`src/rtl/period_meter_pkg.sv`:
```
// Shared types and constants for the period meter: the measurement states and
// the number of synchronizer stages in front of the edge detector.
package period_meter_pkg;

    typedef enum logic {
        IDLE  = 1'b0,
        COUNT = 1'b1
    } state_e;

    localparam int SYNC_STAGES = 2;

endpackage

```
`src/rtl/edge_sync.sv`:
```
// Synchronizes an asynchronous level into clk and flags its rising and falling
// edges with one extra register stage.
module edge_sync
    import period_meter_pkg::*;
(
    input  logic clk,
    input  logic rst_n,
    input  logic sig_in,
    output logic rise,
    output logic fall
);

    localparam int PW = $clog2(SYNC_STAGES + 2);
    localparam logic [PW-1:0] PRIMED = PW'(SYNC_STAGES + 1);

    logic [SYNC_STAGES-1:0] sync_q, sync_d;
    logic                   edge_q, edge_d;
    logic [PW-1:0]          prime_q, prime_d;
    logic                   primed;

    always_comb begin
        sync_d  = {sync_q[SYNC_STAGES-2:0], sig_in};
        edge_d  = sync_q[SYNC_STAGES-1];
        prime_d = prime_q;
        if (prime_q != PRIMED) prime_d = prime_q + 1'b1;
    end

    // Edges are only reported once every stage holds a real sample, so a level
    // already high at reset release is not mistaken for a rise.
    assign primed = (prime_q == PRIMED);
    assign rise   = primed && sync_q[SYNC_STAGES-1] && !edge_q;
    assign fall   = primed && !sync_q[SYNC_STAGES-1] && edge_q;

    always_ff @(posedge clk or negedge rst_n) begin
        if (!rst_n) begin
            sync_q  <= '0;
            edge_q  <= 1'b0;
            prime_q <= '0;
        end else begin
            sync_q  <= sync_d;
            edge_q  <= edge_d;
            prime_q <= prime_d;
        end
    end

endmodule

```
`src/rtl/period_meter.sv`:
```
// Measures clk cycles between rising edges of a slow asynchronous square wave and
// holds each result for a valid/ready consumer. PERIOD_METER_HIGH_TIME_EN adds high_time.
module period_meter
    import period_meter_pkg::*;
#(
    parameter int W = 8
) (
    input  logic         clk,
    input  logic         rst_n,
    input  logic         sig_in,
    output logic         meas_valid,
    input  logic         meas_ready,
    output logic [W-1:0] period,
    output logic         overflow,
    output logic         dropped
`ifdef PERIOD_METER_HIGH_TIME_EN
    ,
    output logic [W-1:0] high_time
`endif
);

    localparam logic [W-1:0] CNT_MAX = '1;
    localparam logic [W-1:0] ONE     = W'(1);

    logic         sync_rise, sync_fall;
    state_e       state_q, state_d;
    logic [W-1:0] cnt_q, cnt_d;
    logic         ovf_pend_q, ovf_pend_d;
    logic [W-1:0] period_q, period_d;
    logic         overflow_q, overflow_d;
    logic         valid_q, valid_d;
    logic         dropped_q, dropped_d;
    logic         capture, hs, load_res;

    edge_sync u_edge_sync (
        .clk    (clk),
        .rst_n  (rst_n),
        .sig_in (sig_in),
        .rise   (sync_rise),
        .fall   (sync_fall)
    );

    always_comb begin
        state_d    = state_q;
        cnt_d      = cnt_q;
        ovf_pend_d = ovf_pend_q;
        period_d   = period_q;
        overflow_d = overflow_q;
        valid_d    = valid_q;
        dropped_d  = dropped_q;
        capture    = 1'b0;
        hs         = valid_q && meas_ready;

        case (state_q)
            IDLE: begin
                if (sync_rise) begin
                    state_d    = COUNT;
                    cnt_d      = ONE;
                    ovf_pend_d = 1'b0;
                end
            end
            COUNT: begin
                if (sync_rise) begin
                    capture    = 1'b1;
                    cnt_d      = ONE;
                    ovf_pend_d = 1'b0;
                end else if (cnt_q != CNT_MAX) begin
                    cnt_d      = cnt_q + ONE;
                    ovf_pend_d = ovf_pend_q | (cnt_q == CNT_MAX - ONE);
                end
            end
            default: state_d = IDLE;
        endcase

        // A capture only lands if the holding register is free or being emptied now.
        load_res = capture && (!valid_q || hs);
        if (load_res) begin
            period_d   = cnt_q;
            overflow_d = ovf_pend_q;
            valid_d    = 1'b1;
        end else begin
            if (capture) dropped_d = 1'b1;
            if (hs)      valid_d   = 1'b0;
        end
    end

    always_ff @(posedge clk or negedge rst_n) begin
        if (!rst_n) begin
            state_q    <= IDLE;
            cnt_q      <= '0;
            ovf_pend_q <= 1'b0;
            period_q   <= '0;
            overflow_q <= 1'b0;
            valid_q    <= 1'b0;
            dropped_q  <= 1'b0;
        end else begin
            state_q    <= state_d;
            cnt_q      <= cnt_d;
            ovf_pend_q <= ovf_pend_d;
            period_q   <= period_d;
            overflow_q <= overflow_d;
            valid_q    <= valid_d;
            dropped_q  <= dropped_d;
        end
    end

    assign meas_valid = valid_q;
    assign period     = period_q;
    assign overflow   = overflow_q;
    assign dropped    = dropped_q;

`ifdef PERIOD_METER_HIGH_TIME_EN
    logic         hi_run_q, hi_run_d;
    logic [W-1:0] hi_cnt_q, hi_cnt_d;
    logic [W-1:0] hi_lat_q, hi_lat_d;
    logic [W-1:0] high_time_q, high_time_d;

    // High time runs from the detected rise and is frozen at the detected fall.
    always_comb begin
        hi_run_d    = hi_run_q;
        hi_cnt_d    = hi_cnt_q;
        hi_lat_d    = hi_lat_q;
        high_time_d = high_time_q;
        if (sync_rise) begin
            hi_run_d = 1'b1;
            hi_cnt_d = ONE;
        end else if (sync_fall && hi_run_q) begin
            hi_run_d = 1'b0;
            hi_lat_d = hi_cnt_q;
        end else if (hi_run_q && hi_cnt_q != CNT_MAX) begin
            hi_cnt_d = hi_cnt_q + ONE;
        end
        if (load_res) high_time_d = hi_lat_q;
    end

    always_ff @(posedge clk or negedge rst_n) begin
        if (!rst_n) begin
            hi_run_q    <= 1'b0;
            hi_cnt_q    <= '0;
            hi_lat_q    <= '0;
            high_time_q <= '0;
        end else begin
            hi_run_q    <= hi_run_d;
            hi_cnt_q    <= hi_cnt_d;
            hi_lat_q    <= hi_lat_d;
            high_time_q <= high_time_d;
        end
    end

    assign high_time = high_time_q;
`else
    logic unused_fall;
    assign unused_fall = sync_fall;
`endif

endmodule
```
`config.mk`:
```
export PLATFORM = sky130hd
export DESIGN_NAME = period_meter
export DESIGN_NICKNAME = d
export VERILOG_FILES = /design/src/rtl/period_meter_pkg.sv /design/src/rtl/edge_sync.sv /design/src/rtl/period_meter.sv
export SDC_FILE = /design/constraint.sdc
export NUM_CORES = 1
export LEC_CHECK = 0
export CELL_PAD_IN_SITES_DETAIL_PLACEMENT = 0
export CELL_PAD_IN_SITES_GLOBAL_PLACEMENT = 1
export CORE_MARGIN = 2
export CORE_UTILIZATION = 39
export DETAILED_ROUTE_END_ITERATION = 8
export MAX_ROUTING_LAYER = met4
export PLACE_DENSITY_LB_ADDON = 0.2
export SLEW_MARGIN = 20
export SYNTH_ARGS = -nofsm -noshare
export SYNTH_HDL_FRONTEND = slang
export SYNTH_SLANG_ARGS = --single-unit
```
`constraint.sdc`:
```
create_clock -name clk -period 1.51 [get_ports clk]
set_clock_uncertainty 0.1 [all_clocks]
set_input_delay 0.151 -clock clk [delete_from_list [all_inputs] [get_ports clk]]
set_output_delay 0.151 -clock clk [all_outputs]
set_load 0.05 [all_outputs]
```
==> results of run 1 <==
==> final timing paths <==
path / start / end / slack, ps / depth (start not counted)
min in group clk: sig_in / u_edge_sync.sync_q[0] / 150 / 1
max in group asynchronous: rst_n / u_edge_sync.sync_q[1] / 990 / 2
hold / removal: rst_n / period[7] / 60 / 2
hold reg to reg: u_edge_sync.sync_q[0] / u_edge_sync.sync_q[1] / 270 / 0
setup / recovery: u_edge_sync.prime_q[0] / cnt_q[3] / -70 / 5
setup reg to reg: u_edge_sync.prime_q[0] / cnt_q[3] / -70 / 5
==> report_power, final <==
| part | switching, mW | leakage, nW | internal, mW |
|---|---|---|---|
| combinational | 0.458 | 0.365 | 0.295 |
| sequential | 0.0808 | 0.322 | 0.808 |
| clock | 0.207 | 0.0279 | 0.269 |
==> final cells by class <==
type,instances,area (um2)
multi-input cells,62,524
flip-flops and latches,26,651
clock inverters,1,30.0
well taps,31,38.8
clock buffers,3,22.5
repair buffers,29,241
inverters,1,3.75
fillers,255,1290
==> routing by layer <==
layer | vias to the layer above | wire length, um | global-route usage (%)
met5 | - | 0 | -
met4 | 0 | 42 | 4.87
met3 | 6 | 103 | 1.98
met2 | 25 | 1130 | 22.5
met1 | 432 | 1090 | 18.3
li1 | 403 | - | -
==> stage by stage <==
step	hold slack (ps)	worst slack [ps]	utilization (%)	setup TNS, ps	area, um2
4_1_cts	68.9	1.77	52.0	0	1460
6_report	63.9	-74.7	53.9	-214	1510
3_3_place_gp	243	-20.8	50.1	-170	1410
3_5_place_dp	236	-14.1	50.1	-96.3	1410
2_1_floorplan	-245	-32.7	-	-300	1180
5_1_grt	97.7	-84.3	53.9	-527	1510
==> cell families after synthesis <==
| logic type | Yosys count | synth area share [%] |
|---|---|---|
| AOI/OAI and AO/OA | 16 | 9.50 |
| muxes | 13 | 12.2 |
| xor gates and xnor gates | 1 | 0.747 |
| buffers and inverters | 6 | 4.06 |
| DFF | 26 | 55.5 |
| and+or+nand+nor | 28 | 14.8 |
| adders and majority gates | 3 | 3.20 |
==> Yosys cell counts <==
library cell / number
and4_1: 2
o21bai_1: 1
buf_2: 2
nand3_4: 1
nand2_1: 6
nand2b_1: 4
inv_1: 1
xnor2_1: 1
a311oi_1: 1
buf_6: 3
ha_1: 3
a21boi_2: 1
nand4_1: 2
a31oi_1: 1
mux2_2: 10
a21oi_1: 6
a21boi_0: 1
nor4b_1: 1
nor2_1: 3
a211oi_1: 2
nand3_1: 2
nor3_1: 2
mux2i_1: 3
a41oi_1: 1
and3_1: 2
and4b_1: 1
and3b_1: 1
a2111o_1: 1
o21ai_0: 1
dfrtp_1: 26
nand3b_1: 1
==> state kept, by name, summed over array words and instances (netlist names) <==
signal / cells
cnt_q: 8
dropped: 1
meas_valid: 1
overflow: 1
ovf_pend_q: 1
period: 8
state_q: 1
u_edge_sync.edge_q: 1
u_edge_sync.prime_q: 2
u_edge_sync.sync_q: 2
==> critical path: cells and delay by family (launching register included) <==
family,cells,cell delay [ps]
compound gates,2,430
flops,1,410
simple gates,1,260
fa+ha+maj,1,190
buf+inv,1,140
==> what timing repair did <==
action	in CTS	in global routing
endpoints found under the setup margin	4	15
pin swaps	1	3
gates cloned	0	1
setup buffers	0	1
resized for setup	0	11
==> impl_metrics.py, run 1 <==
metrics = {
    "synthesis": {
        "synth_cells": 93,
        "yosysTopAreaCellShare_pct": 55.5,
        "synth_warnings": 0,
        "synth_top_area_cell": "dfrtp_1",
        "syn_nets": 100,
        "yosysSeqAreaShare_pct": 55.5,
        "ys_seq_elements": 26,
        "yosysUniqueCellTypes": 31,
        "netlist_area_mm2": 0.00117,
        "avgSynthCellArea_um2": 12.6,
        "synth.area.top_cells": "dfrtp_1, mux2_2, ha_1, buf_6, a21oi_1",
    },
    "routing": {
        "via_count": 866,
        "initialDrtViolationCount": 22,
        "post_drt_wl_per_cell_um": 15.5,
        "drt_wl_total_um": 2370,
        "viasPerCell": 5.66,
        "first_pass_iters": 7,
        "ant_nets": 0,
        "drc": 2,
    },
    "finish": {
        "fin_nets": 130,
        "finalNonFillerCells": 153,
        "syn_to_final_growth_pct": 28.9,
        "layout_common_cells": "dfrtp_1, buf_4, mux2_2",
        "num_antenna_cells": 0,
        "mostFrequentLayoutCell": "dfrtp_1",
        "drive_above_1_share_pct": 41.8,
    },
    "floorplan": {
        "core_area_mm2": 0.00281,
        "die_area_mm2": 0.00346,
        "fp.dieW_um": 58.8,
        "rows": 19,
        "die_y_um": 58.8,
        "start_util_pct": 41.8,
        "io_pins": 15,
    },
    "setup_path": {
        "critPathCaptureType": "flop",
        "path_cells": "ha_2 > and3b_2 > buf_6 > a2111o_1 > o21ai_1",
        "critPathSlowestCell": "dfrtp_1",
        "slowest_delay_ps": 410,
        "crit_type": "flop to flop",
        "cp.required_ps": 1670,
        "cp_max_fo": 4,
        "worstSetupStartpointType": "flop",
        "cp.arrival_ps": 1740,
    },
    "pwr": {
        "p_per_area_mw_per_mm2": 1400,
        "finalPower_mw": 2.12,
        "p_leak_nw": 0.714,
        "ir_worst_vdd_uv": 617,
    },
    "clock_tree": {
        "insertion_delay_ps": 320,
        "cts_buffers": 3,
        "clock-sinks": 26,
        "cts_tree": "yes",
        "cts_root_buf": "clkbuf_4",
        "cts.clk_slew.worst_paths_ps": 140,
        "cts_buffer_depth": 2,
        "hold_buffers": 0,
        "cts_max_level": 1,
    },
    "min_path": {
        "hold_class": "input port to async pin",
    },
    "outcome": {
        "status": "complete, but fails checks",
        "failed_checks": "design-rule violations, negative setup slack",
    },
    "global_routing": {
        "antenna_found_initial": 0,
        "gr-usage-all-layers_pct": 14.1,
        "grt_pass1_vias": 791,
        "grt_max_degree": 27,
        "grt_pass1_wl_um": 3570,
        "grt_overflow": 0,
    },
    "timing": {
        "min_period_ps": 1580,
        "max_clock_freq_ghz": 0.631,
        "timing.final.ws_setup_ps": -74.7,
        "finalSetupViolations": 7,
        "rsz0062_at_grt": "true",
        "fin_crit_sh_pct": 105,
        "slew-limit-headroom_pct": 72.5,
        "hold_violations": 0,
        "finalMaxSlewViolations": 0,
        "tightest_slew_ps": 413,
    },
    "placed_design": {
        "place_inst": 147,
        "place_congestion": 0.762,
        "portBuffers": 14,
        "hpwl_um": 1560,
    },
    "job": {
        "cap_violations": 0,
    },
}
(Power assumes the default switching activity.)
==> run 2, diff against run 1 <==
Settings changed: GPL_TIMING_DRIVEN from default to 0.
==> run 2 against run 1 <==
Cell area decreased by 0.33%; critical path depth unchanged; the run still ends with design-rule violations, negative setup slack left; combinational power about the same; sequential share of layout area increased by 0.14 points; utilization decreased by 0.18 points; count of clock-buffer cells in the layout unchanged; sequential power decreased by 0.9%; wire length decreased by 1.3%; die area unchanged; power decreased by 9.2%.
==> impl_metrics.py, run 2 (synthesized netlist as in run 1, its figures left out) <==
metrics = {
    "placed_design": {
        "portBuffers": 14,
        "place_inst": 138,
        "hpwl_um": 1410,
        "place_congestion": 0.694,
        "place_ws_ps": -120,
        "place_area_mm2": 0.00135,
    },
    "routing": {
        "ant_nets": 0,
        "initialDrtViolationCount": 28,
        "post_drt_wl_per_cell_um": 15.5,
        "viasPerCell": 5.74,
        "first_pass_iters": 6,
        "via_count": 866,
        "drc": 2,
        "drt_wl_total_um": 2330,
    },
    "clock_tree": {
        "cts_root_buf": "clkbuf_4",
        "cts_tree": "yes",
        "cts_buffers": 3,
        "insertion_delay_ps": 310,
        "cts.clk_slew.worst_paths_ps": 130,
        "cts_buffer_depth": 2,
        "cts_max_level": 1,
        "clock-sinks": 26,
    },
    "floorplan": {
        "io_pins": 15,
        "die_area_mm2": 0.00346,
        "die_y_um": 58.8,
        "core_area_mm2": 0.00281,
        "start_util_pct": 41.8,
        "fp.dieW_um": 58.8,
        "rows": 19,
    },
    "pwr": {
        "ir_worst_vdd_uv": 667,
        "internal_power_mw": 1.20,
        "finalPower_mw": 1.92,
        "p_switching_mw": 0.727,
        "p_clk_share_pct": 14.9,
        "p_leak_nw": 0.706,
        "share_seq_of_total_power_pct": 45.8,
        "p_sw_share_pct": 37.8,
        "p_per_area_mw_per_mm2": 1280,
        "power_frac_comb_pct": 39.3,
    },
    "finish": {
        "drive_above_1_share_pct": 30.8,
        "syn_to_final_growth_pct": 28.5,
        "fill_cells": 258,
        "layout_common_cells": "dfrtp_1, mux2_4, buf_4, clkdlybuf4s15_1",
        "fin_nets": 129,
        "finalNonFillerCells": 151,
        "fin_area_mm2": 0.00151,
        "mostFrequentLayoutCell": "dfrtp_1",
        "num_antenna_cells": 0,
        "fin_util_pct": 53.7,
    },
    "timing": {
        "max_clock_freq_ghz": 0.638,
        "min_period_ps": 1570,
        "timing.final.ws_setup_ps": -57.1,
        "whs_ps": 161,
        "finalSetupViolations": 9,
        "slew-limit-headroom_pct": 60.7,
        "finalMaxSlewViolations": 0,
        "fin_crit_sh_pct": 104,
        "finalSetupTns_ps": -346,
        "tightest_slew_ps": 590,
        "rsz0062_at_grt": "true",
        "hold_violations": 0,
    },
    "setup_path": {
        "critPathCaptureType": "flop",
        "cp_max_fo": 8,
        "cp.required_ps": 1620,
        "crit_type": "flop to flop",
        "cp.arrival_ps": 1680,
        "worstSetupStartpointType": "flop",
    },
    "global_routing": {
        "grt_overflow": 0,
        "grt_pass1_vias": 831,
        "antenna_found_initial": 0,
        "grt_max_degree": 27,
        "gr-usage-all-layers_pct": 15.6,
        "grt_pass1_wl_um": 3970,
    },
    "outcome": {
        "failed_checks": "design-rule violations, negative setup slack",
        "status": "complete, but fails checks",
    },
    "job": {
        "cap_violations": 0,
    },
    "min_path": {
        "hold_class": "input port to flop",
    },
}
==> run 2: timing repair <==
action,in CTS,in global routing
setup endpoints to repair,24,23
resized for setup,25,16
hold buffers,1,0
hold endpoints to repair,26,0
gates cloned,1,1
pin swaps,1,4
buffers inserted,6,1
==> run 2: routing by layer <==
layer  track usage (%)  up-vias  wire length (um)
met5                 -        -                 0
met4              5.84        0                30
met3              2.20        7                84
met2              22.1       22              1070
met1              22.8      442              1150
li1                  -      395                 -
==> run 2: critical path, stage by stage, from the launching register on <==
cell and delay, ps:
dfrtp_1 410, ha_2 190, and3b_1 170, buf_6 140, nand3_4 140, mux2_4 310
==> run 2: path summary, 6_finish.rpt <==
kind	slack, ps	start	cells past startpoint	to
setup / recovery	-60	u_edge_sync.prime_q[1]	5	period[0]
hold / removal	160	sig_in	1	u_edge_sync.sync_q[0]
setup reg to reg	-60	u_edge_sync.prime_q[1]	5	period[0]
hold reg to reg	260	u_edge_sync.sync_q[0]	0	u_edge_sync.sync_q[1]
max in group asynchronous	670	rst_n	2	u_edge_sync.prime_q[0]
min in group asynchronous	250	rst_n	2	period[6]
==> run 2: layout make-up <==
type	count	area (um2)	area share, %
Buffer	5	46.3	3.07
Multi-Input combinational cell	62	553	36.7
Tap cell	31	38.8	2.57
Clock buffer	3	22.5	1.50
Inverter	1	3.75	0.249
Sequential cell	26	651	43.2
Timing Repair Buffer	23	191	12.7
==> run 2: power by group through the flow <==
stage / Sequential, mW / Clock [mW] / Combinational [mW]
after CTS: 0.877 / 0.299 / 0.750
after global placement: 0.891 / 0 / 0.682
after floorplan: 1.11 / 0 / 0.262
after detailed placement: 0.898 / 0 / 0.687
final: 0.881 / 0.286 / 0.755
after global routing: 0.898 / 0.332 / 0.818
==> run 3, diff against run 2 <==
Settings changed: REMOVE_ABC_BUFFERS from default to 1.
==> run 3 against run 2 <==
The run still ends with design-rule violations, negative setup slack left; register-to-register slack got worse by 20 ps; cell area decreased by 0.58%; worst setup slack got worse by 23 ps; via count decreased by 6.8%; worst hold slack got worse by 24 ps; count of clock-buffer cells in the layout unchanged; largest cell class unchanged; highest routed layer unchanged.
==> impl_metrics.py, run 3 (synthesized netlist as in run 1, its figures left out) <==
metrics = {
    "outcome": {
        "status": "complete, but fails checks",
        "failed_checks": "design-rule violations, negative setup slack",
    },
    "finish": {
        "syn_to_final_growth_pct": 27.7,
        "fin_nets": 123,
        "num_antenna_cells": 0,
        "layout_common_cells": "dfrtp_1, mux2_4, nand2_1, a21oi_1, clkbuf_2",
        "finalNonFillerCells": 146,
        "drive_above_1_share_pct": 39.1,
        "mostFrequentLayoutCell": "dfrtp_1",
        "fin_util_pct": 53.4,
    },
    "timing": {
        "tightest_slew_ps": 576,
        "hold_violations": 0,
        "rsz0062_at_grt": "true",
        "timing.final.ws_setup_ps": -80.5,
        "fin_crit_sh_pct": 105,
        "min_period_ps": 1590,
        "finalSetupViolations": 10,
        "finalMaxSlewViolations": 0,
        "whs_ps": 137,
        "max_clock_freq_ghz": 0.629,
        "slew-limit-headroom_pct": 61.6,
    },
    "clock_tree": {
        "cts.clk_slew.worst_paths_ps": 150,
        "insertion_delay_ps": 330,
        "cts_buffer_depth": 2,
        "cts_max_level": 1,
        "cts_buffers": 3,
        "cts_root_buf": "clkbuf_4",
        "clock-sinks": 26,
        "cts_tree": "yes",
    },
    "routing": {
        "ant_nets": 0,
        "first_pass_iters": 6,
        "via_count": 807,
        "drc": 1,
        "viasPerCell": 5.53,
        "drt_wl_total_um": 2240,
        "initialDrtViolationCount": 28,
        "post_drt_wl_per_cell_um": 15.3,
    },
    "floorplan": {
        "die_area_mm2": 0.00346,
        "start_util_pct": 41.8,
        "die_y_um": 58.8,
        "fp.dieW_um": 58.8,
        "rows": 19,
        "io_pins": 15,
        "core_area_mm2": 0.00281,
    },
    "setup_path": {
        "cp_max_fo": 5,
        "cp.required_ps": 1640,
        "critPathSlowestCell": "dfrtp_1",
        "crit_type": "flop to flop",
        "path_cells": "ha_4 > and3b_2 > nand3_4 > mux2_4",
        "critPathCaptureType": "flop",
        "cp.arrival_ps": 1720,
        "worstSetupStartpointType": "flop",
        "slowest_delay_ps": 440,
    },
    "placed_design": {
        "place_ws_ps": -395,
        "portBuffers": 14,
        "hpwl_um": 1350,
        "place_congestion": 0.717,
        "place_inst": 133,
    },
    "global_routing": {
        "grt_max_degree": 27,
        "grt_overflow": 0,
        "grt_pass1_wl_um": 3940,
        "antenna_found_initial": 0,
        "gr-usage-all-layers_pct": 15.6,
        "grt_pass1_vias": 793,
    },
    "pwr": {
        "p_leak_nw": 0.689,
        "ir_worst_vdd_uv": 531,
        "p_per_area_mw_per_mm2": 1380,
    },
    "min_path": {
        "hold_class": "input port to flop",
    },
    "job": {
        "cap_violations": 0,
    },
}
==> run 3: changes by cell type in the layout (fill, tap and decap cells not counted), sizes merged <==
cell and delta:
clkbuf +4, buf -6, bufinv +1, dlygate4sd2 -1, clkdlybuf4s15 -3
==> run 3: final cells by class <==
class                           count  area [um2]
Multi-Input combinational cell     62         573
Tap cell                           31        38.8
Timing Repair Buffer               22         175
Clock buffer                        3        22.5
Inverter                            1        3.75
Sequential cell                    26         654
Fill cell                         268        1310
Clock inverter                      1        30.0
==> run 3: report_power, final <==
part,total [mW],switching [mW],internal (mW),leakage (nW)
logic,0.649,0.401,0.247,0.342
clock network,0.483,0.214,0.269,0.0279
registers,0.932,0.118,0.814,0.319
==> run 3: final timing paths <==
check,to,start,slack [ps],depth (start not counted)
max reg2reg,period[0],u_edge_sync.prime_q[0],-80,4
min in group asynchronous,meas_valid,rst_n,240,2
max,period[0],u_edge_sync.prime_q[0],-80,4
min reg2reg,u_edge_sync.sync_q[1],u_edge_sync.sync_q[0],280,0
min,u_edge_sync.sync_q[0],sig_in,140,1
max in group asynchronous,state_q,rst_n,660,2
==> run 3: critical path, delay by kind of cell (launching register included) <==
kind          cells  cell delay (ps)
flops             1              440
mux               1              320
simple gates      2              460
fa+ha+maj         1              170
==> run 3: per-stage QoR <==
step           power [mW]  cell area (um2)  TNS, ps
5_1_grt              2.18             1500    -1090
2_1_floorplan        1.32             1130     -860
3_3_place_gp         1.52             1310    -7180
3_5_place_dp         1.54             1300    -3680
4_1_cts              2.06             1470     -782
6_report             2.06             1500     -590
==> run 3: timing repair <==
action / 4_1_cts / 5_1_grt
setup buffers: 6 / 1
cloned: 1 / 0
hold endpoints to repair: 26 / 0
hold buffers: 1 / 0
pin swaps: 3 / 3
resized for setup: 30 / 28
endpoints found under the setup margin: 27 / 26
==> run 3: metal layers <==
layer	up-vias	track usage (%)	routed length (um)
li1	387	-	-
met4	0	2.92	20
met5	-	-	0
met1	403	21.4	1060
met2	12	23.7	1080
met3	5	3.96	77
